<file path="config.mk">
export PLATFORM = sky130hd
export DESIGN_NAME = if_id_queue_flat
export DESIGN_NICKNAME = d
export VERILOG_FILES = /design/src/rtl/if_id_queue_if.sv /design/src/rtl/if_id_queue.sv /design/src/flat_wrapper.sv
export SDC_FILE = /design/constraint.sdc
export NUM_CORES = 1
export LEC_CHECK = 0
export ABC_CLOCK_PERIOD_IN_PS = 3760
export BUFFER_PORTS_ARGS = -buffer_cell sky130_fd_sc_hd__buf_2
export CAP_MARGIN = 15
export CORE_MARGIN = 2
export CORE_UTILIZATION = 28
export DETAILED_ROUTE_END_ITERATION = 12
export GPL_ROUTABILITY_DRIVEN = 0
export MAX_ROUTING_LAYER = met4
export PLACE_DENSITY = 0.5
export SETUP_SLACK_MARGIN = 0.15
export SYNTH_ARGS = -nofsm -noshare
export SYNTH_HDL_FRONTEND = slang
export SYNTH_SLANG_ARGS = --single-unit
</file>
<file path="constraint.sdc">
create_clock -name clk -period 3.76 [get_ports clk]
set_clock_uncertainty 0.15 [all_clocks]
set_input_delay 0.376 -clock clk [delete_from_list [all_inputs] [get_ports clk]]
set_output_delay 0.376 -clock clk [all_outputs]
set_load 0.005 [all_outputs]
</file>
<file path="src/rtl/if_id_queue_if.sv">
// Fetch/decode handshake bundle for the IF/ID instruction queue.
// The master side is the pipeline environment (fetch, decode, flush source);
// the slave side is the queue itself.
interface if_id_queue_if #(
  parameter int PTRW = 1
);
  logic            flush;
  logic            ifValid;
  logic [31:0]     ifPCadded;
  logic [31:0]     ifInstruction;
  logic            PCLd;
  logic            idReady;
  logic            idValid;
  logic [31:0]     idPCadded;
  logic [31:0]     idInstruction;
  logic [PTRW:0]   count;

  modport master (
    output flush, ifValid, ifPCadded, ifInstruction, idReady,
    input  PCLd, idValid, idPCadded, idInstruction, count
  );

  modport slave (
    input  flush, ifValid, ifPCadded, ifInstruction, idReady,
    output PCLd, idValid, idPCadded, idInstruction, count
  );
endinterface

</file>
<file path="src/rtl/if_id_queue.sv">
// IF/ID decoupling queue: a small circular buffer of {PC+4, instruction}
// pairs between fetch and decode. Fetch is throttled through PCLd when the
// buffer is full, a flush drops every queued entry, and decode sees a NOP
// (all zeros) whenever nothing is queued.
module if_id_queue #(
  parameter int DEPTH = 2,
  parameter int PTRW  = 1
) (
  input  logic         clk,
  input  logic         rst,
  if_id_queue_if.slave q
);

  localparam logic [PTRW:0] FULL_COUNT = (PTRW + 1)'(DEPTH);

  logic [63:0]     mem_q [DEPTH];
  logic [63:0]     mem_d [DEPTH];
  logic [PTRW-1:0] head_q, head_d;
  logic [PTRW-1:0] tail_q, tail_d;
  logic [PTRW:0]   count_q, count_d;

  logic full;
  logic empty;
  logic enq;
  logic deq;

  // Status and handshake qualifiers, all derived from registered occupancy so
  // PCLd never depends combinationally on idReady; flush vetoes both moves.
  always_comb begin
    full  = (count_q == FULL_COUNT);
    empty = (count_q == '0);
    enq   = q.ifValid & ~full & ~q.flush;
    deq   = ~empty & q.idReady & ~q.flush;
  end

  assign q.PCLd          = ~full;
  assign q.idValid       = ~empty;
  assign q.idPCadded     = empty ? 32'b0 : mem_q[head_q][63:32];
  assign q.idInstruction = empty ? 32'b0 : mem_q[head_q][31:0];
  assign q.count         = count_q;

  // Next-state for storage, pointers and occupancy; a full queue never enqueues
  // and an empty one never dequeues, so count stays within 0..DEPTH.
  always_comb begin
    mem_d   = mem_q;
    head_d  = head_q;
    tail_d  = tail_q;
    count_d = count_q;
    if (q.flush) begin
      head_d  = '0;
      tail_d  = '0;
      count_d = '0;
    end else begin
      if (enq) begin
        mem_d[tail_q] = {q.ifPCadded, q.ifInstruction};
        tail_d        = tail_q + PTRW'(1);
      end
      if (deq) begin
        head_d = head_q + PTRW'(1);
      end
      if (enq && !deq) begin
        count_d = count_q + (PTRW + 1)'(1);
      end else if (deq && !enq) begin
        count_d = count_q - (PTRW + 1)'(1);
      end
    end
  end

  // State registers; reset clears storage too so the NOP is guaranteed.
  always_ff @(posedge clk or posedge rst) begin
    if (rst) begin
      for (int i = 0; i < DEPTH; i++) begin
        mem_q[i] <= '0;
      end
      head_q  <= '0;
      tail_q  <= '0;
      count_q <= '0;
    end else begin
      mem_q   <= mem_d;
      head_q  <= head_d;
      tail_q  <= tail_d;
      count_q <= count_d;
    end
  end

endmodule

</file>
<file path="src/flat_wrapper.sv">
// flat-port wrapper written by rule: the top's interface ports become plain ports
module if_id_queue_flat 
#(
  parameter int DEPTH = 2,
  parameter int PTRW  = 1
)
  (clk, rst, q_flush, q_ifValid, q_ifPCadded, q_ifInstruction, q_idReady, q_PCLd, q_idValid, q_idPCadded, q_idInstruction, q_count);
  if_id_queue_if #(.PTRW(PTRW)) q_i ();
  input  logic clk;
  input  logic rst;
  input wire logic [$bits(q_i.flush)-1:0] q_flush;
  input wire logic [$bits(q_i.ifValid)-1:0] q_ifValid;
  input wire logic [$bits(q_i.ifPCadded)-1:0] q_ifPCadded;
  input wire logic [$bits(q_i.ifInstruction)-1:0] q_ifInstruction;
  input wire logic [$bits(q_i.idReady)-1:0] q_idReady;
  output wire logic [$bits(q_i.PCLd)-1:0] q_PCLd;
  output wire logic [$bits(q_i.idValid)-1:0] q_idValid;
  output wire logic [$bits(q_i.idPCadded)-1:0] q_idPCadded;
  output wire logic [$bits(q_i.idInstruction)-1:0] q_idInstruction;
  output wire logic [$bits(q_i.count)-1:0] q_count;
  assign q_i.flush = q_flush;
  assign q_i.ifValid = q_ifValid;
  assign q_i.ifPCadded = q_ifPCadded;
  assign q_i.ifInstruction = q_ifInstruction;
  assign q_i.idReady = q_idReady;
  assign q_PCLd = q_i.PCLd;
  assign q_idValid = q_i.idValid;
  assign q_idPCadded = q_i.idPCadded;
  assign q_idInstruction = q_i.idInstruction;
  assign q_count = q_i.count;
  if_id_queue #(.DEPTH(DEPTH), .PTRW(PTRW)) u_core (.clk(clk), .rst(rst), .q(q_i));
endmodule
</file>
==> impl_metrics.env, run 1 <==
export IMPL_muxShareOfSynthArea_pct=36.8
export IMPL_async_flop_share_pct=100
export IMPL_initial_core_util_pct=28.8
export IMPL_criticalPathCategory="register to output port"
export IMPL_synthAdderAreaFrac_pct=0
export IMPL_rsz0062_at_grt="no"
export IMPL_grt_pass1_wl_um=21700
export IMPL_yosys_area_share_simple_pct=5.18
export IMPL_dr_pass1_iters=4
export IMPL_synth_cells=438
export IMPL_synth_area_per_cell_sq_um=13.9
export IMPL_final_antenna_net_count=0
export IMPL_finalSetupViolations=0
export IMPL_grt_ovfl_total=0
export IMPL_slew_violations=0
export IMPL_clk_pin_slew_worst_paths_ns=0.06
export IMPL_clock_sinks=132
export IMPL_layout_common_cells="buf_2 (136), dfrtp_1 (131), mux2_2 (87), mux2i_1 (65), nor2_1 (65)"
export IMPL_critPathCapture="q_idPCadded[30]"
export IMPL_clk_path_buf_depth=2
export IMPL_cts_buffers_inserted=17
export IMPL_die_area_sq_um=22900
export IMPL_critPathCaptureType="output port"
export IMPL_startpoint_type="register"
export IMPL_clkPwrFrac_pct=38.1
export IMPL_p_total_mw=4.56
export IMPL_synth_area_sq_um=6090
export IMPL_wl_per_cell_um=16.0
export IMPL_htreeDepth=4
export IMPL_synth_seq_area_share_pct=54.2
export IMPL_synthXorXnorAreaFrac_pct=0.144
export IMPL_drc=0
export IMPL_dpl_hpwl_um=8540
export IMPL_reg2reg_slack_ns=1.63
export IMPL_timing_fmax_ghz=0.365
export IMPL_max_slew_margin_rel_pct=42.2
export IMPL_cts_tree="yes"
export IMPL_vias_per_cell=4.50
export IMPL_ff2ff_path_depth=4
export IMPL_synth_compound_area_share_pct=0.740
export IMPL_area_growth_pct=26.4
export IMPL_final_common_cell="buf_2"
export IMPL_internal_power_mw=3.42
export IMPL_tns_ns=0
export IMPL_final_nets=642
export IMPL_die_w_um=151
export IMPL_synth_nets=507
export IMPL_grt_max_degree=77
export IMPL_grt_use_met1_pct=14.2
export IMPL_crit_required_ns=3.23
export IMPL_ys_flop_type="dfrtp_1"
export IMPL_synth_cell_types=23
export IMPL_dr_total_vias=3876
export IMPL_wirelength_um=13800
export IMPL_min_period_ns=2.74
export IMPL_p_sw_mw=1.14
export IMPL_gr_usage_met2_pct=22.3
export IMPL_first_global_vias=4218
export IMPL_hp_class="input pin to register"
export IMPL_yosys_warnings=0
export IMPL_top_usage_layer="met2"
export IMPL_p_comb_share_pct=18.7
export IMPL_r2r_end="u_core.mem_q[91]$_DFFE_PP0P_"
export IMPL_drive_above_1_share_pct=52.4
export IMPL_finalHoldViolCount=0
export IMPL_peakVddDrop_mv=0.247
export IMPL_arrival_ns=2.22
export IMPL_maxCapViolations=0
export IMPL_antenna_found_initial=0
export IMPL_synth_top_family_by_area="multiplexers"
export IMPL_n_fill_cell=2088
export IMPL_rows=53
export IMPL_dr_first_iter_drc_count=95
export IMPL_path_max_fanout=44
export IMPL_grt_usage_pct=12.8
export IMPL_swShare_pct=25.1
export IMPL_period_share_pct=72.9
export IMPL_worstMarginPinSlew_ns=0.867
export IMPL_synth_seq_cells=132
export IMPL_r2r_start="u_core.q.count[0]$_DFFE_PP0P_"
export IMPL_crit_start="u_core.head_q$_DFFE_PP0P_"
export IMPL_portBuffers=136
export IMPL_synth_edff_count=0
export IMPL_die_y_um=151
export IMPL_cellPowerDensity_nw_per_um2=593
export IMPL_clock_latency_ns=0.41
export IMPL_pwr_share_seq_pct=43.2
export IMPL_p_leak_nw=3.55
export IMPL_use_met3_pct=3.38
export IMPL_outcome="finished, final reports clean"
export IMPL_io_pins=137
export IMPL_root_buffer="clkbuf_16"
export IMPL_core_area_sq_um=21200
## cells by family after synthesis
group                  count (synthesis)
AO/OA/AOI/OAI                          8
XOR/XNOR                               1
buffers and inverters                 31
flip-flops                           132
multiplexers                         193
AND/OR/NAND/NOR                       73
## registers in the layout, indices dropped and copies added (netlist names)
signal and flops:
u_core.mem_q 128, u_core.q.count 2, u_core.tail_q 1, u_core.head_q 1
## power by group through the flow
stage / Sequential (mW) / Clock, mW / Combinational [mW]
6_report: 1.97 / 1.74 / 0.854
3_5_place_dp: 1.99 / 0 / 0.874
5_1_grt: 2.02 / 1.87 / 0.943
3_3_place_gp: 1.98 / 0 / 0.843
2_1_floorplan: 1.91 / 0 / 0.657
4_1_cts: 1.97 / 1.80 / 0.878
## metrics by stage
step                      util (%)  instance area [sq um]  setup WS [ns]  instances  hold WS, ns
after floorplan                  -                   6090           1.60        438        0.289
after global placement        33.4                   7060           1.46        828        0.250
after detailed placement      33.4                   7060           1.45        828        0.251
after CTS                     36.4                   7700          0.981        861       0.0305
after global routing          36.4                   7700          0.903        861       0.0320
final                         36.4                   7700           1.02        862       0.0542
## worst max-delay path: stages, from the launching register on
cell and delay, ns:
dfrtp_4 0.94, buf_12 0.29, mux2i_1 0.24, nor2_1 0.06, buf_2 0.15
## cell usage after synthesis (2+ instances only)
cell	instances	share of area, %
mux2_4	40	9.9
inv_1	4	0.25
mux2_2	87	16
dfrtp_1	132	54
buf_6	6	1.1
mux2i_1	65	11
buf_1	4	0.25
buf_2	12	0.99
clkbuf_1	5	0.31
a21oi_1	4	0.33
o21ai_0	2	0.16
nor2_1	66	4.1
## metal layers
| layer | vias to the layer above | routed length (um) |
|---|---|---|
| met3 | 12 | 478 |
| met1 | 1985 | 5810 |
| met2 | 79 | 7350 |
| met4 | 0 | 186 |
| li1 | 1800 | - |
| met5 | - | 0 |
## worst min path at each step
| stage | end | depth (start not counted) | start |
|---|---|---|---|
| after floorplan | u_core.q.count[0]$_DFFE_PP0P_ | 1 | q_flush |
| after global placement | u_core.mem_q[14]$_DFFE_PP0P_ | 2 | rst |
| after detailed placement | u_core.mem_q[78]$_DFFE_PP0P_ | 2 | rst |
| after CTS | u_core.mem_q[100]$_DFFE_PP0P_ | 2 | q_ifPCadded[4] |
| after global routing | u_core.mem_q[115]$_DFFE_PP0P_ | 2 | q_ifPCadded[19] |
| final | u_core.mem_q[90]$_DFFE_PP0P_ | 2 | q_ifInstruction[26] |
## layout make-up
type | instances | area (sq um) | area share [%]
Antenna cell | 1 | 2.50 | 0.0325
Clock inverter | 13 | 181 | 2.36
Clock buffer | 19 | 443 | 5.75
Tap cell | 275 | 344 | 4.47
Inverter | 4 | 18.8 | 0.244
Multi-Input combinational cell | 275 | 2620 | 34.0
Sequential cell | 132 | 3310 | 42.9
Timing Repair Buffer | 143 | 786 | 10.2
## what timing repair did
item,in CTS,in global routing
setup endpoints to repair,0,0
gates resized for setup,0,0
hold endpoints to repair,16,0
setup buffers,0,0
hold buffers,1,0
Note: power is estimated with default switching activity, not from simulation.
==> inputs of run 2 (changes only) <==
--- a/config.mk
+++ b/config.mk
@@ -5,7 +5,8 @@
 export SDC_FILE = /design/constraint.sdc
 export NUM_CORES = 1
 export LEC_CHECK = 0
-export ABC_CLOCK_PERIOD_IN_PS = 3760
+export ABC_AREA = 1
+export ABC_CLOCK_PERIOD_IN_PS = 2500
 export BUFFER_PORTS_ARGS = -buffer_cell sky130_fd_sc_hd__buf_2
 export CAP_MARGIN = 15
 export CORE_MARGIN = 2
@@ -13,7 +14,7 @@
 export DETAILED_ROUTE_END_ITERATION = 12
 export GPL_ROUTABILITY_DRIVEN = 0
 export MAX_ROUTING_LAYER = met4
-export PLACE_DENSITY = 0.5
+export PLACE_DENSITY = 0.49
 export SETUP_SLACK_MARGIN = 0.15
 export SYNTH_ARGS = -nofsm -noshare
 export SYNTH_HDL_FRONTEND = slang
==> constraint.sdc (replaced) <==
create_clock -name clk -period 2.5 [get_ports clk]
set_clock_uncertainty 0.15 [all_clocks]
set_input_delay 0.25 -clock clk [delete_from_list [all_inputs] [get_ports clk]]
set_output_delay 0.25 -clock clk [all_outputs]
set_load 0.005 [all_outputs]
==> run 2 against run 1 <==
  * Synthesized area grew 0.45%
  * Sequential power is 71% higher
  * Register-to-register slack got worse by 0.99 ns
  * First-iteration DRC count grew to 3.3 times the previous value
  * Clock-buffer cell count is 3 higher
  * Routed wire length is 14% higher
  * Sequential cell count is the same
  * Hold slack worse by 0.018 ns
  * Critical path depth is the same
  * Synthesized cell count is 66% higher
  * Critical path type unchanged
==> impl_metrics.env, run 2 <==
export IMPL_clk_path_buf_depth=2
export IMPL_die_area_sq_um=23000
export IMPL_internal_power_mw=5.33
export IMPL_clock_latency_ns=0.41
export IMPL_peakVddDrop_mv=0.422
export IMPL_final_cell_count_no_fill=1214
export IMPL_synth_top_area_share_pct=54.0
export IMPL_finalSetupViolations=0
export IMPL_dp_cells=1117
export IMPL_n_antenna_cell=0
export IMPL_n_fill_cell=2286
export IMPL_async_flop_share_pct=100
export IMPL_synth_area_leaders="dfrtp_1 (54%), nand2_1 (17%), o21ai_2 (7.9%), o21ai_1 (6.0%), a21oi_1 (5.4%)"
export IMPL_dr_total_vias=5188
export IMPL_first_global_vias=5097
export IMPL_io_pins=137
export IMPL_antenna_found_initial=0
export IMPL_path_max_fanout=51
export IMPL_regArea_sq_um=3300
export IMPL_ys_flop_type="dfrtp_1"
export IMPL_htreeDepth=4
export IMPL_place_ws_ns=0.641
export IMPL_top_register="u_core.mem_q"
export IMPL_layout_setup_ws_ns=0.407
export IMPL_multi_input_area_sq_um=2280
export IMPL_root_buffer="clkbuf_16"
export IMPL_synth_most_common_cell="nand2_1"
export IMPL_period_share_pct=83.7
export IMPL_synth_seq_area_share_pct=54.0
export IMPL_synth_cells=729
export IMPL_synth_cell_types=17
export IMPL_final_common_cell="nand2_1"
export IMPL_swShare_pct=32.4
export IMPL_clk_pin_slew_worst_paths_ns=0.05
export IMPL_outcome="finished, final reports clean"
export IMPL_max_slew_margin_rel_pct=47.9
export IMPL_die_y_um=152
export IMPL_slew_violations=0
export IMPL_rsz0062_at_grt="no"
export IMPL_worstMarginPinSlew_ns=0.780
export IMPL_timing_fmax_ghz=0.478
export IMPL_critPathCaptureType="output port"
export IMPL_initial_core_util_pct=28.3
export IMPL_area_growth_pct=36.9
export IMPL_p_sw_mw=2.55
export IMPL_drive_above_1_share_pct=26.6
export IMPL_hp_class="input pin to register"
export IMPL_synth_nets=798
export IMPL_vias_per_cell=4.27
export IMPL_tns_ns=0
export IMPL_synth_area_sq_um=6120
export IMPL_synth_edff_count=0
export IMPL_p_leak_nw=4.28
export IMPL_core_area_sq_um=21600
export IMPL_yosys_warnings=0
export IMPL_cts_buffers_inserted=17
export IMPL_layout_common_cells="nand2_1 (273), buf_2 (136), dfrtp_1 (131), o21ai_1 (73), inv_1 (68)"
export IMPL_cellPowerDensity_nw_per_um2=941
export IMPL_clkPwrFrac_pct=29.8
export IMPL_p_comb_share_pct=27.7
export IMPL_drc=0
export IMPL_arrival_ns=1.69
export IMPL_hold_ws_ns=0.0363
export IMPL_min_period_ns=2.09
export IMPL_final_antenna_net_count=0
export IMPL_synth_area_leader_cell="dfrtp_1"
export IMPL_largest_reg_flops=128
export IMPL_cts_tree="yes"
export IMPL_synth_seq_cells=132
export IMPL_rows=54
export IMPL_grt_pass1_wl_um=26200
export IMPL_netlist_top_cells_count="nand2_1 (274), dfrtp_1 (132), o21ai_1 (73)"
export IMPL_grt_ovfl_total=0
export IMPL_grt_max_degree=67
export IMPL_maxCapViolations=0
export IMPL_die_w_um=152
export IMPL_startpoint_type="register"
export IMPL_pwr_share_seq_pct=42.6
export IMPL_final_nets=991
export IMPL_grt_usage_pct=14.4
export IMPL_dr_first_iter_drc_count=318
export IMPL_wl_per_cell_um=13.0
export IMPL_synth_area_per_cell_sq_um=8.39
export IMPL_dpl_hpwl_um=9740
export IMPL_criticalPathCategory="register to output port"
export IMPL_wirelength_um=15700
export IMPL_crit_required_ns=2.10
export IMPL_post_cts_buffers=0
export IMPL_clock_sinks=132
export IMPL_finalHoldViolCount=0
export IMPL_portBuffers=136
export IMPL_dr_pass1_iters=4
==> run 2: changes by cell type in the layout (fill, tap and decap cells not counted), sizes merged, moves of 14 or more <==
cell / previous run / this run
mux2: 128 / 0
nor2: 66 / 3
buf: 142 / 156
o21ai: 2 / 129
mux2i: 65 / 0
nand2: 0 / 274
dlygate4sd3: 1 / 66
inv: 4 / 70
a21oi: 4 / 67
==> run 2: final cells by class <==
| class | count | share of cell area (%) |
|---|---|---|
| clock inverter | 9 | 0.956 |
| tap | 280 | 4.18 |
| inverter | 71 | 3.23 |
| sequential | 132 | 39.4 |
| clock buffer | 22 | 5.66 |
| multi-input combinational | 478 | 27.2 |
| timing repair buffer | 222 | 19.3 |
==> run 2: routing by layer <==
| layer | part of all wire (%) | vias to the layer above | global-route usage, % |
|---|---|---|---|
| met5 | 0 | - | - |
| met4 | 1.3 | 0 | 4.41 |
| met3 | 4.4 | 19 | 3.76 |
| met2 | 45 | 103 | 21.9 |
| met1 | 49 | 2375 | 19.0 |
| li1 | - | 2691 | - |
==> run 2: final timing paths <==
kind | startpoint | end | slack (ns) | cells after the start
worst max-delay path | u_core.head_q$_DFFE_PP0P_ | q_idInstruction[23] | 0.41 | 4
worst min-delay path | q_ifValid | u_core.tail_q$_DFFE_PP0P_ | 0.04 | 4
worst max register to register | u_core.q.count[0]$_DFFE_PP0P_ | u_core.mem_q[122]$_DFFE_PP0P_ | 0.64 | 7
worst min register to register | u_core.mem_q[127]$_DFFE_PP0P_ | u_core.mem_q[127]$_DFFE_PP0P_ | 0.33 | 2
max in group asynchronous | rst | u_core.mem_q[103]$_DFFE_PP0P_ | 1.20 | 4
min in group asynchronous | rst | u_core.mem_q[48]$_DFFE_PP0P_ | 0.38 | 3
==> run 2: cell families after synthesis <==
kind of cell | count (synthesis) | share of synthesized area [%]
AOI/OAI and AO/OA | 196 | 19.5
buffers and inverters | 119 | 9.08
DFF | 132 | 54.0
and+or+nand+nor | 282 | 17.5
==> run 2: timing repair <==
action	4_1_cts	5_1_grt
hold endpoints to repair	150	0
hold buffers	66	0
resized for setup	0	1
endpoints found under the setup margin	0	6
==> run 2: power by group through the flow <==
stage               clock network, mW  registers [mW]  logic, mW
floorplan                           0            3.28       1.50
global placement                    0            3.37       2.13
detailed placement                  0            3.38       2.15
CTS                              2.43            3.35       2.24
global route                     2.53            3.45       2.52
finish                           2.35            3.36       2.18
==> run 2: critical path: stages, from the launching register on <==
cell	delay [ns]
dfrtp_2	0.38
buf_6	0.39
nand2_1	0.09
a21oi_1	0.23
buf_2	0.15
==> run 2: metrics by stage <==
step                cell area [sq um]  util [%]  power, mW
finish                           8380      38.7       7.88
floorplan                        6120         -       4.79
global placement                 7160      33.1       5.50
detailed placement               7160      33.1       5.53
global route                     8380      38.7       8.50
CTS                              8370      38.7       8.02
==> inputs of run 3 (changes only) <==
--- a/config.mk
+++ b/config.mk
@@ -5,8 +5,8 @@
 export SDC_FILE = /design/constraint.sdc
 export NUM_CORES = 1
 export LEC_CHECK = 0
-export ABC_AREA = 1
-export ABC_CLOCK_PERIOD_IN_PS = 2500
+export ABC_AREA = 0
+export ABC_CLOCK_PERIOD_IN_PS = 2140
 export BUFFER_PORTS_ARGS = -buffer_cell sky130_fd_sc_hd__buf_2
 export CAP_MARGIN = 15
 export CORE_MARGIN = 2
@@ -14,7 +14,7 @@
 export DETAILED_ROUTE_END_ITERATION = 12
 export GPL_ROUTABILITY_DRIVEN = 0
 export MAX_ROUTING_LAYER = met4
-export PLACE_DENSITY = 0.49
+export PLACE_DENSITY = 0.48
 export SETUP_SLACK_MARGIN = 0.15
 export SYNTH_ARGS = -nofsm -noshare
 export SYNTH_HDL_FRONTEND = slang
==> constraint.sdc (replaced) <==
create_clock -name clk -period 2.14 [get_ports clk]
set_clock_uncertainty 0.15 [all_clocks]
set_input_delay 0.214 -clock clk [delete_from_list [all_inputs] [get_ports clk]]
set_output_delay 0.214 -clock clk [all_outputs]
set_load 0.005 [all_outputs]
==> run 3 against run 2 <==
  * Worst setup slack worse by 0.29 ns
  * Register-to-register slack worse by 0.53 ns
  * Non-clock buffer count up 16
  * Hold slack better by 0.065 ns
  * Global-route usage down 0.059 points
  * Clock power up 26%
  * Cell count down 21%
  * Power up 6.3%
  * Critical path depth up 3
  * Die area down 0.43%
  * Critical path type is now register to register
  * Largest power group unchanged
  * Highest routed layer unchanged
==> impl_metrics.env, run 3 (synthesis gave the netlist of run 1 again) <==
export IMPL_max_slew_margin_rel_pct=74.4
export IMPL_clk_pin_slew_worst_paths_ns=0.06
export IMPL_grt_pass1_wl_um=23900
export IMPL_layout_common_cells="buf_2 (136), dfrtp_1 (131), mux2_2 (87), dlygate4sd3_1 (68), mux2i_1 (57)"
export IMPL_dr_pass1_iters=4
export IMPL_path_max_fanout=20
export IMPL_initial_core_util_pct=28.8
export IMPL_maxCapViolations=0
export IMPL_cellPowerDensity_nw_per_um2=921
export IMPL_r2r_end="u_core.mem_q[43]$_DFFE_PP0P_"
export IMPL_period_share_pct=94.7
export IMPL_p_leak_nw=4.13
export IMPL_ff2ff_path_depth=7
export IMPL_tns_ns=0
export IMPL_crit_required_ns=2.29
export IMPL_n_antenna_cell=0
export IMPL_critPathCaptureType="register"
export IMPL_antenna_found_initial=0
export IMPL_fin_util_pct=43.0
export IMPL_clock_sinks=132
export IMPL_die_w_um=151
export IMPL_finalHoldViolCount=0
export IMPL_hold_start="q_ifValid"
export IMPL_core_area_sq_um=21200
export IMPL_worstMarginPinSlew_ns=0.384
export IMPL_rows=53
export IMPL_rsz0062_at_grt="yes"
export IMPL_timing_fmax_ghz=0.493
export IMPL_cts_tree="yes"
export IMPL_final_nets=737
export IMPL_die_y_um=151
export IMPL_area_growth_pct=49.4
export IMPL_min_period_ns=2.03
export IMPL_clock_latency_ns=0.41
export IMPL_min_to="u_core.q.count[1]$_DFFE_PP0P_"
export IMPL_slew_violations=0
export IMPL_grt_usage_pct=14.4
export IMPL_drive_above_1_share_pct=54.9
export IMPL_root_buffer="clkbuf_16"
export IMPL_portBuffers=136
export IMPL_startpoint_type="register"
export IMPL_final_antenna_net_count=0
export IMPL_clk_path_buf_depth=2
export IMPL_io_pins=137
export IMPL_hold_depth=4
export IMPL_dpl_hpwl_um=9020
export IMPL_dr_first_iter_drc_count=120
export IMPL_criticalPathCategory="register to register"
export IMPL_grt_max_degree=69
export IMPL_finalSetupViolations=0
export IMPL_drc=0
export IMPL_final_common_cell="buf_2"
export IMPL_htreeDepth=4
export IMPL_arrival_ns=2.17
export IMPL_outcome="finished, final reports clean"
export IMPL_hp_class="input pin to register"
export IMPL_grt_ovfl_total=0
export IMPL_die_area_sq_um=22900
export IMPL_wl_per_cell_um=18.3
export IMPL_hold_ws_ns=0.101
export IMPL_p_total_mw=8.38
export IMPL_largest_reg_flops=128
export IMPL_wirelength_um=17500
export IMPL_r2r_start="u_core.q.count[0]$_DFFE_PP0P_"
export IMPL_reg2reg_slack_ns=0.11
export IMPL_top_register="u_core.mem_q"
export IMPL_dr_total_vias=4304
export IMPL_cts_buffers_inserted=17
export IMPL_peakVddDrop_mv=0.507
export IMPL_vias_per_cell=4.50
export IMPL_first_global_vias=4565
-- run 3: cell types whose count changed in the layout (fill, tap and decap cells not counted), moves of 8 or more --
| cell | previous run | this run |
|---|---|---|
| nand2_1 | 273 | 0 |
| mux2_2 | 0 | 87 |
| o21ai_1 | 73 | 0 |
| inv_1 | 68 | 3 |
| a21oi_1 | 66 | 4 |
| mux2i_1 | 0 | 57 |
| o21ai_2 | 55 | 0 |
| mux2_4 | 0 | 40 |
| nor2_1 | 2 | 35 |
| nor2_2 | 0 | 22 |
| clkbuf_16 | 17 | 26 |
| buf_16 | 0 | 8 |
| mux2i_2 | 0 | 8 |
| nor2_4 | 1 | 9 |
-- run 3: worst max-delay path by stage --
| stage | from | to | slack, ns | depth (start not counted) |
|---|---|---|---|---|
| after floorplan | rst | u_core.head_q$_DFFE_PP0P_ | 0.14 | 1 |
| after global placement | q_ifValid | u_core.mem_q[91]$_DFFE_PP0P_ | 0.27 | 5 |
| after detailed placement | u_core.q.count[0]$_DFFE_PP0P_ | u_core.mem_q[43]$_DFFE_PP0P_ | 0.22 | 5 |
| after CTS | u_core.q.count[1]$_DFFE_PP0P_ | q_idInstruction[9] | 0.06 | 5 |
| after global routing | u_core.q.count[0]$_DFFE_PP0P_ | u_core.mem_q[42]$_DFFE_PP0P_ | 0.04 | 7 |
| final | u_core.q.count[0]$_DFFE_PP0P_ | u_core.mem_q[43]$_DFFE_PP0P_ | 0.11 | 7 |
-- run 3: area by class of cell --
class,instances,area [sq um]
Clock buffer,19,453
Timing Repair Buffer,238,2060
Inverter,4,18.8
Clock inverter,13,146
Sequential cell,132,3310
Fill cell,1968,12100
Tap cell,275,344
Multi-Input combinational cell,275,2760
-- run 3: critical path, cell delays in order (launching register included) --
cell       delay (ns)
dfrtp_1          0.38
buf_4            0.13
and2b_2          0.25
inv_1            0.08
nand4b_1         0.17
buf_12           0.16
clkbuf_16        0.20
mux2_2           0.35
-- run 3: stage by stage --
| step | setup WS, ns | std cells | instance area (sq um) |
|---|---|---|---|
| final | 0.113 | 956 | 9100 |
| after global routing | 0.0424 | 956 | 9100 |
| after detailed placement | 0.217 | 833 | 7160 |
| after floorplan | 0.139 | 438 | 6090 |
| after CTS | 0.0600 | 939 | 8570 |
| after global placement | 0.267 | 833 | 7160 |
-- run 3: what timing repair did --
item	4_1_cts	5_1_grt
cloned	3	13
buffers inserted	3	4
hold endpoints to repair	264	0
hold buffers	68	0
resized for setup	5	65
endpoints found under the setup margin	65	169
pin swaps	0	5
-- run 3: power by group --
part | internal [mW] | switching, mW | leakage, nW
Clock | 1.79 | 1.16 | 0.291
Combinational | 1.20 | 0.798 | 2.26
Sequential | 3.11 | 0.326 | 1.58
-- run 3: per-layer routing --
layer	global-route usage (%)	vias up	wire length, um
li1	-	2003	-
met1	16.8	2187	7790
met2	24.4	93	8820
met3	3.47	21	608
met4	4.77	0	297
met5	-	-	0
